<file path="src/rtl/freq_peak_search.sv">
// freq_peak_search: scans the single-sided magnitude spectrum after the RAM
// write stage finishes and reports the two largest separated peaks.
module freq_peak_search #(
  parameter int ADDR_SPAN = 2048,
  parameter int SKIP_DC   = 2,
  parameter int MIN_SEP   = 4,
  parameter int RD_LAT    = 1
) (
  input  logic        clk,
  input  logic        rst_n,
  input  logic        start,
  input  logic [15:0] rd_data,
  output logic        rd_en,
  output logic [11:0] rd_addr,
  output logic        busy,
  output logic        done,
  output logic [1:0]  peak_cnt,
  output logic [11:0] peak1_addr,
  output logic [15:0] peak1_mag,
  output logic [11:0] peak2_addr,
  output logic [15:0] peak2_mag
);

  typedef enum logic [1:0] {S_IDLE, S_READ, S_DRAIN, S_DONE} state_t;

  localparam logic [11:0] LP_FIRST = 12'(SKIP_DC - 1);
  localparam logic [11:0] LP_LAST  = 12'(ADDR_SPAN - 1);
  localparam logic [11:0] LP_SKIP  = 12'(SKIP_DC);
  localparam logic [11:0] LP_SEP   = 12'(MIN_SEP);
  localparam logic [1:0]  LP_DRAIN = 2'(RD_LAT);

  state_t            r_state;
  logic              r_start;
  logic              r_start_prev;
  logic [RD_LAT-1:0] r_vld;
  logic [15:0]       r_xm;       // x[k-1]
  logic [15:0]       r_x0;       // x[k]; rd_data supplies x[k+1]
  logic [11:0]       r_rx_addr;  // bin of the next sample to arrive
  logic [1:0]        r_drain;

  logic        w_start_edge;
  logic        w_vld;
  logic [11:0] w_kbin;
  logic [11:0] w_d;
  logic        w_cand;
  logic        w_gt1;
  logic        w_gt2;
  logic        w_far;

  // Candidate test on the window, evaluated while x[k+1] is on rd_data
  always_comb begin
    w_start_edge = r_start & ~r_start_prev;
    w_vld        = r_vld[RD_LAT-1];
    w_kbin       = r_rx_addr - 12'd1;
    w_d          = w_kbin - peak1_addr;
    w_cand       = w_vld && (w_kbin >= LP_SKIP) && (r_x0 > r_xm) && (r_x0 >= rd_data);
    w_gt1        = r_x0 > peak1_mag;
    w_gt2        = r_x0 > peak2_mag;
    w_far        = w_d >= LP_SEP;
  end

  // Read-valid pipeline matching the RAM latency
  always_ff @(posedge clk or negedge rst_n) begin
    if (!rst_n) begin
      r_vld <= '0;
    end else begin
      r_vld[0] <= rd_en;
      for (int unsigned i = 1; i < RD_LAT; i++) begin
        r_vld[i] <= r_vld[i-1];
      end
    end
  end

  // Scan FSM, sample window and peak registers
  always_ff @(posedge clk or negedge rst_n) begin
    if (!rst_n) begin
      r_state      <= S_IDLE;
      r_start      <= 1'b0;
      r_start_prev <= 1'b0;
      r_xm         <= '0;
      r_x0         <= '0;
      r_rx_addr    <= '0;
      r_drain      <= '0;
      rd_en        <= 1'b0;
      rd_addr      <= '0;
      busy         <= 1'b0;
      done         <= 1'b0;
      peak_cnt     <= '0;
      peak1_addr   <= '0;
      peak1_mag    <= '0;
      peak2_addr   <= '0;
      peak2_mag    <= '0;
    end else begin
      r_start      <= start;
      r_start_prev <= r_start;

      if (w_vld) begin
        r_xm      <= r_x0;
        r_x0      <= rd_data;
        r_rx_addr <= r_rx_addr + 12'd1;
      end

      case (r_state)
        S_IDLE, S_DONE: begin
          if (w_start_edge) begin
            r_state    <= S_READ;
            rd_en      <= 1'b1;
            rd_addr    <= LP_FIRST;
            r_rx_addr  <= LP_FIRST;
            busy       <= 1'b1;
            done       <= 1'b0;
            peak_cnt   <= '0;
            peak1_addr <= '0;
            peak1_mag  <= '0;
            peak2_addr <= '0;
            peak2_mag  <= '0;
          end
        end
        S_READ: begin
          if (rd_addr == LP_LAST) begin
            r_state <= S_DRAIN;
            rd_en   <= 1'b0;
            r_drain <= '0;
          end else begin
            rd_addr <= rd_addr + 12'd1;
          end
        end
        S_DRAIN: begin
          // Last sample lands RD_LAT clocks after the final read; one more
          // clock lets its candidate update settle before done rises.
          if (r_drain == LP_DRAIN) begin
            r_state <= S_DONE;
            done    <= 1'b1;
            busy    <= 1'b0;
          end else begin
            r_drain <= r_drain + 2'd1;
          end
        end
        default: r_state <= S_IDLE;
      endcase

      if (w_cand && (r_state == S_READ || r_state == S_DRAIN)) begin
        if (w_gt1 && (peak_cnt == 2'd0 || w_far)) begin
          peak2_addr <= peak1_addr;
          peak2_mag  <= peak1_mag;
          peak1_addr <= w_kbin;
          peak1_mag  <= r_x0;
          peak_cnt   <= (peak_cnt == 2'd2) ? 2'd2 : peak_cnt + 2'd1;
        end else if (w_gt1) begin
          peak1_addr <= w_kbin;
          peak1_mag  <= r_x0;
        end else if (w_gt2 && w_far) begin
          peak2_addr <= w_kbin;
          peak2_mag  <= r_x0;
          peak_cnt   <= 2'd2;
        end
      end
    end
  end

endmodule

</file>
<file path="config.mk">
export PLATFORM = sky130hd
export DESIGN_NAME = freq_peak_search
export DESIGN_NICKNAME = d
export VERILOG_FILES = /design/src/rtl/freq_peak_search.sv
export SDC_FILE = /design/constraint.sdc
export NUM_CORES = 1
export LEC_CHECK = 0
export CAP_MARGIN = 15
export CORE_UTILIZATION = 57
export DETAILED_ROUTE_END_ITERATION = 7
export GPL_TIMING_DRIVEN = 0
export PLACE_DENSITY = 0.81
export SLEW_MARGIN = 20
export SYNTH_ARGS = -nofsm -noshare
export SYNTH_HDL_FRONTEND = slang
export SYNTH_SLANG_ARGS = --single-unit
</file>
<file path="constraint.sdc">
create_clock -name clk -period 4.9 [get_ports clk]
set_clock_uncertainty 0.05 [all_clocks]
set_input_delay 0.735 -clock clk [delete_from_list [all_inputs] [get_ports clk]]
set_output_delay 0.735 -clock clk [all_outputs]
set_load 0.05 [all_outputs]
</file>
Yosys cells after proc, flatten, opt, wreduce, memory -nomap -nowiden
Index checks and enable logic that the tools add are counted.

storage, ports and cells
  register bits = 124
  bits of input ports = 19
  output and inout bits = 73
  logic and storage cells = 111

cells by class
  add/sub/neg operators = 6
  order comparisons = 6
  equal/unequal tests = 11
  muxes and demuxes = 50
  bitwise logic cells = 2
  reductions and logical operators = 19

operators with widths
  cell                                                   number
  2-to-1 mux 12 bit                                      16
  2-to-1 mux 16 bit                                      11
  greater-than comparator 16 bit                         3
  adder 12 x 1 -> 12 bit (second input constant)         2
  2-to-1 mux 2 bit                                       12
  one-hot mux 12 bit (2 select lines)                    1
  >= comparator 16 bit                                   1
  AND reduction 3 bit                                    5
  == test 12 x 11 -> 1 bit (second input constant)       1
  >= comparator 12 x 2 -> 1 bit (second input constant)  1
  >= comparator 12 x 3 -> 1 bit (second input constant)  1
  subtractor 12 x 1 -> 12 bit (second input constant)    1
  subtractor 12 bit                                      1
  inequality test 2 bit (second input constant)          5
  == test 2 bit (second input constant)                  3
  logical AND 1 bit                                      6
  one-hot mux 1 bit (2 select lines)                     3
  one-hot mux 2 bit (3 select lines)                     1
  nonzero test 2 bit                                     3
  2-to-1 mux 1 bit                                       5
  adder 2 x 1 -> 2 bit (second input constant)           2
  == test 2 x 1 -> 1 bit (second input constant)         2
  zero test 2 bit                                        2
  one-hot mux 2 bit (2 select lines)                     1
  4 further kinds                                        5

Depth between registers and ports, before layout
Gate-level depths: netlist (run 1).

  depth in word-level cells = 8
  depth in mapped cells = 18
  mapped depth without buffers = 15

Worst setup path after synthesis (run 1)
Ideal clock, no wire load.

  path kind = register -> register
  start = register r_rx_addr[4]
  end = register peak2_mag[1]
  library setup time = 0.096 ns
  data arrival time = 3.856 ns
  required time = 4.754 ns
  slack = 0.898 ns
  cell stages (with the launch flop) = 17
  path buffers = 3
  period minus slack after synthesis = 4.002 ns
  path through = dfrtp_1 > buf_2 > nor4_4 > nand2_1 > or3_4 > xnor2_4 > ha_1 > buf_4 > and3_1 > and3_1 > a2111o_1 > a211oi_2 > nor4_4 > a2111oi_4 > buf_6 > a22oi_1 > o31ai_1

between the ends
  cells in the longest elaborated chain, start to end = 8
  elaborated cells on any way between the ends = 15
  classes of those cells = 2 x add/sub; 2 x order compare; 4 x mux; 7 x reduce/logical

RTL lines
  item                             line  RTL
  from (decl)                      38    logic [11:0] r_rx_addr;
  from (signal assigned)           100   r_rx_addr <= r_rx_addr + 12'd1;
  subtractor 12 x 1 -> 12 bit (*)  54    w_kbin = r_rx_addr - 12'd1;
  subtractor 12 bit                55    w_d = w_kbin - peak1_addr;
  >= comparator 12 x 3 -> 1 bit    59    w_far = w_d >= LP_SEP;
  logical AND 1 bit                152   end else if (w_gt2 && w_far) begin
  2-to-1 mux 16 bit                152
  2-to-1 mux 16 bit                149   end else if (w_gt1) begin
  2-to-1 mux 16 bit                143   if (w_gt1 && (peak_cnt == 2'd0 || w_far)) begin
  2-to-1 mux 16 bit (*)            142   if (w_cand && (r_state == S_READ || r_state == S_DRAIN)) begin
  to (signal assigned)             145   peak2_mag <= peak1_mag;
  to (signal assigned)             154   peak2_mag <= r_x0;
  to (decl)                        21    output logic [15:0] peak2_mag

Mark *: on every way between the ends. The rest lies on a longest branch, timed or not.
A chain may end at the register's enable or synchronous reset.

Worst setup path after layout (run 1)
  start = register r_rx_addr[4]
  end = register peak2_mag[12]

Same word-level chain as after synthesis.

==> results of run 1 <==
## cells in the mapped netlist (all sizes together) (16+ instances only)
| cell | count |
|---|---|
| a21oi | 38 |
| a22oi | 29 |
| buf | 19 |
| clkbuf | 18 |
| dfrtp | 124 |
| ha | 84 |
| inv | 94 |
| mux2 | 17 |
| nand2 | 93 |
| nand4 | 16 |
| nor2 | 38 |
| o21ai | 56 |
| o31ai | 44 |
| xor2 | 16 |
## cell type report
cell class	instances	area [um^2]
inverter	94	353
fill	972	3710
timing repair buffer	95	975
clock inverter	14	146
sequential	124	3100
tap	176	220
clock buffer	18	439
buffer	37	199
multi-input combinational	575	4250
## worst max-delay path: cells and delay by family (launching register included)
kind,cells,cell delay (ns)
compound gates,7,1.94
simple gates,4,0.78
buf+inv,3,0.56
fa+ha+maj,1,0.39
xor+xnor,1,0.38
flops,1,0.36
## state kept, by name, indices dropped and copies added, names as in the netlist, 2 cells and up
register and flops:
peak1_addr 12, rd_addr 12, r_rx_addr 12, peak2_mag 16, r_xm 16, peak2_addr 12, peak_cnt 2, r_x0 16
r_drain 2, peak1_mag 16, r_state 2
## layout by cell type, fill, tap and decap left out, types with 7 or more instances in the layout
cell               n
o31ai_1           37
clkbuf_1          17
a22oi_1           24
or3_1              7
buf_2             11
mux2_2            17
nor2b_1            9
inv_1             94
clkbuf_16         17
a21oi_1           38
ha_1              84
dfrtp_1          124
o21ai_0           43
nand4_1           16
xor2_1            16
and3_1             7
nand2_1           93
clkdlybuf4s50_1   90
a21o_1             8
nand3_1           13
o21ai_2            7
xnor2_1           12
nor2_1            38
nor3_1             9
## what timing repair did
action	4_1_cts	5_1_grt
setup buffers	0	3
hold endpoints to repair	0	0
hold buffers	0	0
endpoints found under the setup margin	0	4
## worst max-delay path by stage
| stage | from | end | cells after the start |
|---|---|---|---|
| after floorplan | r_rx_addr[4]$_DFF_PN0_ | peak2_mag[1]$_DFF_PN0_ | 16 |
| after global placement | rst_n | peak1_addr[4]$_DFF_PN0_ | 1 |
| after detailed placement | r_rx_addr[4]$_DFF_PN0_ | peak2_mag[4]$_DFF_PN0_ | 15 |
| after CTS | r_rx_addr[4]$_DFF_PN0_ | peak2_mag[1]$_DFF_PN0_ | 15 |
| after global routing | r_rx_addr[4]$_DFF_PN0_ | peak2_mag[13]$_DFF_PN0_ | 16 |
| final | r_rx_addr[4]$_DFF_PN0_ | peak2_mag[12]$_DFF_PN0_ | 16 |
## logic make-up after synthesis
kind of cell	count (synthesis)	share of synthesized area (%)
XOR/XNOR	29	3.45
buffers and inverters	131	6.98
multiplexers	21	2.93
adder cells (fa/ha/maj)	85	13.5
flip-flops	124	39.3
AND/OR/NAND/NOR	222	13.9
AO/OA/AOI/OAI	218	20.0
## where the power goes
part           leakage (nW)  internal (mW)  total (mW)  switching [mW]
Clock                 0.282          0.761        1.24           0.480
Sequential             1.60           1.29        1.52           0.232
Combinational          2.48           1.35        3.72            2.36
## layer usage
layer	global-route usage [%]	vias to the layer above	share of wire (%)
met5	0	-	0
met4	9.84	0	1.8
met3	5.23	30	5.5
met2	44.5	223	47
met1	39.2	3186	45
li1	-	3194	-
## through the flow
stage                     power [mW]  area, um^2
final                           6.47        9690
after global routing            6.86        9690
after CTS                       6.44        9650
after detailed placement        5.16        9060
after global placement          5.09        9040
after floorplan                 4.18        7910
==> results.py, run 1 <==
metrics = {
    "run_status": {
        "status": "completed",
    },
    "route": {
        "postRouteAntennaNets": 0,
        "firstDrtPassIters": 5,
        "wl_um": 19600,
        "drc": 0,
        "viasPerCell": 5.85,
        "drt_iter0_drc": 455,
        "via_count": 6633,
        "wl_per_cell_um": 17.3,
    },
    "layout": {
        "stdcell_count": 1133,
        "drive_above_1_share_pct": 11.2,
        "n_antenna_cell": 0,
        "syn2layout_area_growth_pct": 22.5,
        "layout.nets": 1048,
        "fin_util_pct": 72.3,
    },
    "synthesis": {
        "synthTopCellsByArea": "dfrtp_1 (39%), ha_1 (13%), inv_1 (4.5%)",
        "synth_nets": 934,
        "ys_seq_elements": 124,
        "ys_dominant_reg_cell": "dfrtp_1",
        "synth_top_area_share_pct": 39.3,
        "yosysWarnings": 0,
        "synth_seq_area_share_pct": 39.3,
        "synthArstFlopShare_pct": 100,
        "yosys.area.top_type": "dfrtp_1",
        "syn_inst": 830,
        "synth-edff-count": 0,
        "netlist_area_um2": 7910,
        "ys_types": 75,
        "syn_area_per_cell_um2": 9.52,
    },
    "worst_setup_path": {
        "required_ns": 5.14,
        "reg2reg_slack_ns": 0.31,
        "cp_max_fo": 10,
        "rr_worst_depth": 16,
        "cp_cell_sequence": "buf_2 > nor4_4 > nand2_1 > nor3_1 > xor2_1 > ha_1 > a21o_1 > a21o_1 > a2111o_1 > a211oi_2 > nor4_4 > a211oi_1 > a2bb2oi_2 > buf_6 > buf_8 > o31ai_2",
        "end_kind": "register",
        "cp.arrival_ns": 4.83,
        "critPathSlowestCell": "a211oi_1",
        "timing.rr.start": "r_rx_addr[4]$_DFF_PN0_",
        "crit_type": "register to register",
        "worstReg2RegEnd": "peak2_mag[12]$_DFF_PN0_",
        "critical-path-max-stage-delay_ns": 0.45,
        "critPathLaunchType": "register",
    },
    "timing": {
        "slew_headroom_pct": 26.4,
        "setup_ws_ns": 0.309,
        "finalMaxSlewViolations": 0,
        "clock.fmax_mhz": 218,
        "rsz0062_at_grt": "no",
        "period_minus_slack_ns": 4.59,
        "final_hold_viol_count": 0,
        "timing_worst_slew_pin_value_ns": 1.10,
        "setup-tns-final_ns": 0,
        "timing.hold.ws_ns": 0.234,
        "timing.final.crit_share_pct": 93.7,
        "setup_violations": 0,
    },
    "clock_network": {
        "cts_tree": "yes",
        "cts.sinks": 124,
        "numCtsBuffers": 17,
        "cts.path.max_buffers": 2,
        "htree_levels": 4,
        "clk_pin_slew_ns": 0.06,
        "clk_latency_ns": 0.42,
        "clock-root-buffer": "clkbuf_16",
        "cts_resized": 0,
    },
    "job": {
        "max_cap_viol_count": 0,
    },
    "die": {
        "rows": 42,
        "die_area_um2": 14300,
        "start_util_pct": 59.0,
        "die_w_um": 120,
        "ios": 92,
        "coreArea_um2": 13400,
        "die_height_um": 120,
    },
    "power_and_ir_drop": {
        "cellLeakagePower_nw": 4.37,
        "cellPowerDensity_nw_per_um2": 668,
        "peakVddDrop_mv": 0.380,
    },
    "place": {
        "dp_cells": 1098,
        "gp_congestion": 0.899,
        "dp_worst_setup_slack_ns": 0.282,
        "numPortBuffers": 91,
        "hpwl_um": 14100,
    },
    "global_routing": {
        "grt_util_all_layers_pct": 28.3,
        "grt_pass1_wl_um": 31600,
        "grt_overflow": 0,
        "grt_pass1_vias": 6231,
        "antenna_found_initial": 0,
        "grt_max_degree": 68,
    },
    "min_path": {
        "hp-class": "input pin to async pin",
    },
}
No activity file was read; power rests on OpenSTA's default activity.
==> run 2, diff against run 1 <==
GPL_TIMING_DRIVEN = default   (was 0)
==> run 2 against run 1 <==
Compared with the run above: count of clock-buffer cells in the layout rose by 3; combinational power fell by 2%; global-route usage fell by 0.71 points; maximum frequency rose by 3.0%; power rose by 0.25%; clock power rose by 5%; register-to-register slack improved by 0.13 ns; final cell count fell by 2.3%; routed wire length fell by 5.6%; highest routed layer unchanged.
==> results.py, run 2 (synthesis gave the netlist of run 1 again) <==
metrics = {
    "run_status": {
        "status": "completed",
    },
    "layout": {
        "syn2layout_area_growth_pct": 21.5,
        "layout.nets": 1022,
        "fill_cells": 996,
        "layout_commonest_cell": "dfrtp_1",
        "n_antenna_cell": 0,
        "mostFrequentLayoutCells": "dfrtp_1 (124), inv_1 (94), nand2_1 (93)",
        "stdcell_count": 1107,
        "drive_above_1_share_pct": 10.8,
    },
    "timing": {
        "period_minus_slack_ns": 4.46,
        "timing.final.crit_share_pct": 91.0,
        "setup_violations": 0,
        "final_hold_viol_count": 0,
        "rsz0062_at_grt": "no",
        "slew_headroom_pct": 54.5,
        "timing_worst_slew_pin_value_ns": 0.674,
        "clock.fmax_mhz": 224,
        "finalMaxSlewViolations": 0,
        "setup-tns-final_ns": 0,
    },
    "place": {
        "dp_cells": 1073,
        "gp_congestion": 0.836,
        "numPortBuffers": 91,
        "hpwl_um": 13200,
    },
    "clock_network": {
        "cts.path.max_buffers": 2,
        "cts_resized": 0,
        "htree_levels": 4,
        "clk_pin_slew_ns": 0.06,
        "clk_latency_ns": 0.42,
        "numCtsBuffers": 17,
        "cts.sinks": 124,
        "clock-root-buffer": "clkbuf_16",
        "cts_tree": "yes",
    },
    "route": {
        "drt_iter0_drc": 471,
        "firstDrtPassIters": 5,
        "wl_per_cell_um": 16.7,
        "postRouteAntennaNets": 0,
        "wl_um": 18500,
        "viasPerCell": 5.86,
        "drc": 0,
        "via_count": 6487,
    },
    "die": {
        "die_height_um": 120,
        "rows": 42,
        "die_w_um": 120,
        "start_util_pct": 59.0,
        "coreArea_um2": 13400,
        "ios": 92,
        "die_area_um2": 14300,
    },
    "worst_setup_path": {
        "critPathSlowestCell": "dfrtp_1",
        "cp_max_fo": 18,
        "reg2reg_slack_ns": 0.44,
        "critPathLaunchType": "register",
        "rr_worst_depth": 14,
        "required_ns": 5.14,
        "cp_cell_sequence": "nor4_4 > nand2_1 > nor3_1 > xor2_1 > ha_1 > a21o_1 > a21o_1 > a2111o_1 > a211oi_2 > nor4_4 > a211oi_1 > a2bb2oi_4 > buf_4 > o21ai_1",
        "worstReg2RegEnd": "peak2_addr[1]$_DFF_PN0_",
        "timing.rr.start": "r_rx_addr[4]$_DFF_PN0_",
        "critical-path-max-stage-delay_ns": 0.48,
        "end_kind": "register",
        "crit_type": "register to register",
        "cp.arrival_ns": 4.70,
    },
    "min_path": {
        "hp-class": "input pin to async pin",
    },
    "global_routing": {
        "grt_pass1_wl_um": 31200,
        "grt_pass1_vias": 6396,
        "grt_max_degree": 56,
        "grt_util_all_layers_pct": 27.6,
        "grt_overflow": 0,
        "antenna_found_initial": 0,
    },
    "power_and_ir_drop": {
        "switching_power_mw": 3.03,
        "cellPowerDensity_nw_per_um2": 676,
        "peakVddDrop_mv": 0.330,
        "seq_power_share_pct": 23.7,
        "cellLeakagePower_nw": 4.31,
        "switching_share_pct": 46.7,
        "p_clk_share_pct": 20.1,
        "combPwrFrac_pct": 56.2,
        "intPower_mw": 3.46,
    },
    "job": {
        "max_cap_viol_count": 0,
    },
}
## run 2: cell count changes in the layout (fill, tap and decap cells not counted), sizes merged
cell    before  now
buf         24   16
bufinv       2    3
clkbuf      36   21
clkinv       8    5
inv         95   94
## run 2: through the flow
stage | hold WS [ns] | utilization (%) | area, um^2 | worst slack [ns] | total power [mW]
global route | 0.337 | 71.7 | 9600 | 0.155 | 6.91
finish | 0.307 | 71.7 | 9600 | 0.441 | 6.49
CTS | 0.333 | 71.6 | 9600 | 0.419 | 6.49
floorplan | 0.305 | - | 7910 | 0.898 | 4.18
global placement | 0.314 | 66.9 | 8970 | 0.128 | 5.12
detailed placement | 0.321 | 66.9 | 8970 | 0.0291 | 5.17
## run 2: final cells by class
type / instances / area, um^2 / area share (%)
inverters: 94 / 353 / 3.67
clock inverters: 11 / 141 / 1.47
well taps: 176 / 220 / 2.29
clock buffers: 21 / 470 / 4.90
repair buffers: 106 / 1020 / 10.6
flip-flops and latches: 124 / 3100 / 32.3
multi-input cells: 575 / 4290 / 44.7
## run 2: worst max-delay path by stage
| stage | cells past startpoint | startpoint | to |
|---|---|---|---|
| floorplan | 16 | r_rx_addr[4]$_DFF_PN0_ | peak2_mag[1]$_DFF_PN0_ |
| detailed placement | 14 | r_rx_addr[4]$_DFF_PN0_ | peak2_addr[3]$_DFF_PN0_ |
| finish | 14 | r_rx_addr[4]$_DFF_PN0_ | peak2_addr[1]$_DFF_PN0_ |
| global placement | 14 | r_rx_addr[4]$_DFF_PN0_ | peak2_addr[3]$_DFF_PN0_ |
| global route | 14 | r_rx_addr[4]$_DFF_PN0_ | peak2_addr[1]$_DFF_PN0_ |
| CTS | 14 | r_rx_addr[4]$_DFF_PN0_ | peak2_addr[1]$_DFF_PN0_ |
## run 2: power groups by stage
stage	logic (mW)	clock network, mW	registers (mW)
6_report	3.65	1.30	1.54
2_1_floorplan	1.98	0	2.20
3_3_place_gp	3.57	0	1.54
4_1_cts	3.64	1.31	1.54
3_5_place_dp	3.62	0	1.55
5_1_grt	3.98	1.35	1.57
## run 2: per-layer routing
| metal | global-route usage, % | share of wire, % |
|---|---|---|
| met2 | 43.6 | 47 |
| met4 | 9.38 | 1.5 |
| met3 | 5.23 | 4.7 |
| met5 | 0 | 0 |
| met1 | 38.0 | 47 |
## run 2: critical path: cells and delay by family (launching register included)
family          cells  cell delay (ns)
fa+ha+maj           1             0.38
simple gates        4             0.84
compound gates      7             1.88
flops               1             0.48
buf+inv             1             0.32
xor+xnor            1             0.36
## run 2: repair_timing
action | in CTS | in global routing
buffers inserted | 2 | 0
hold buffers | 0 | 0
setup endpoints to repair | 5 | 0
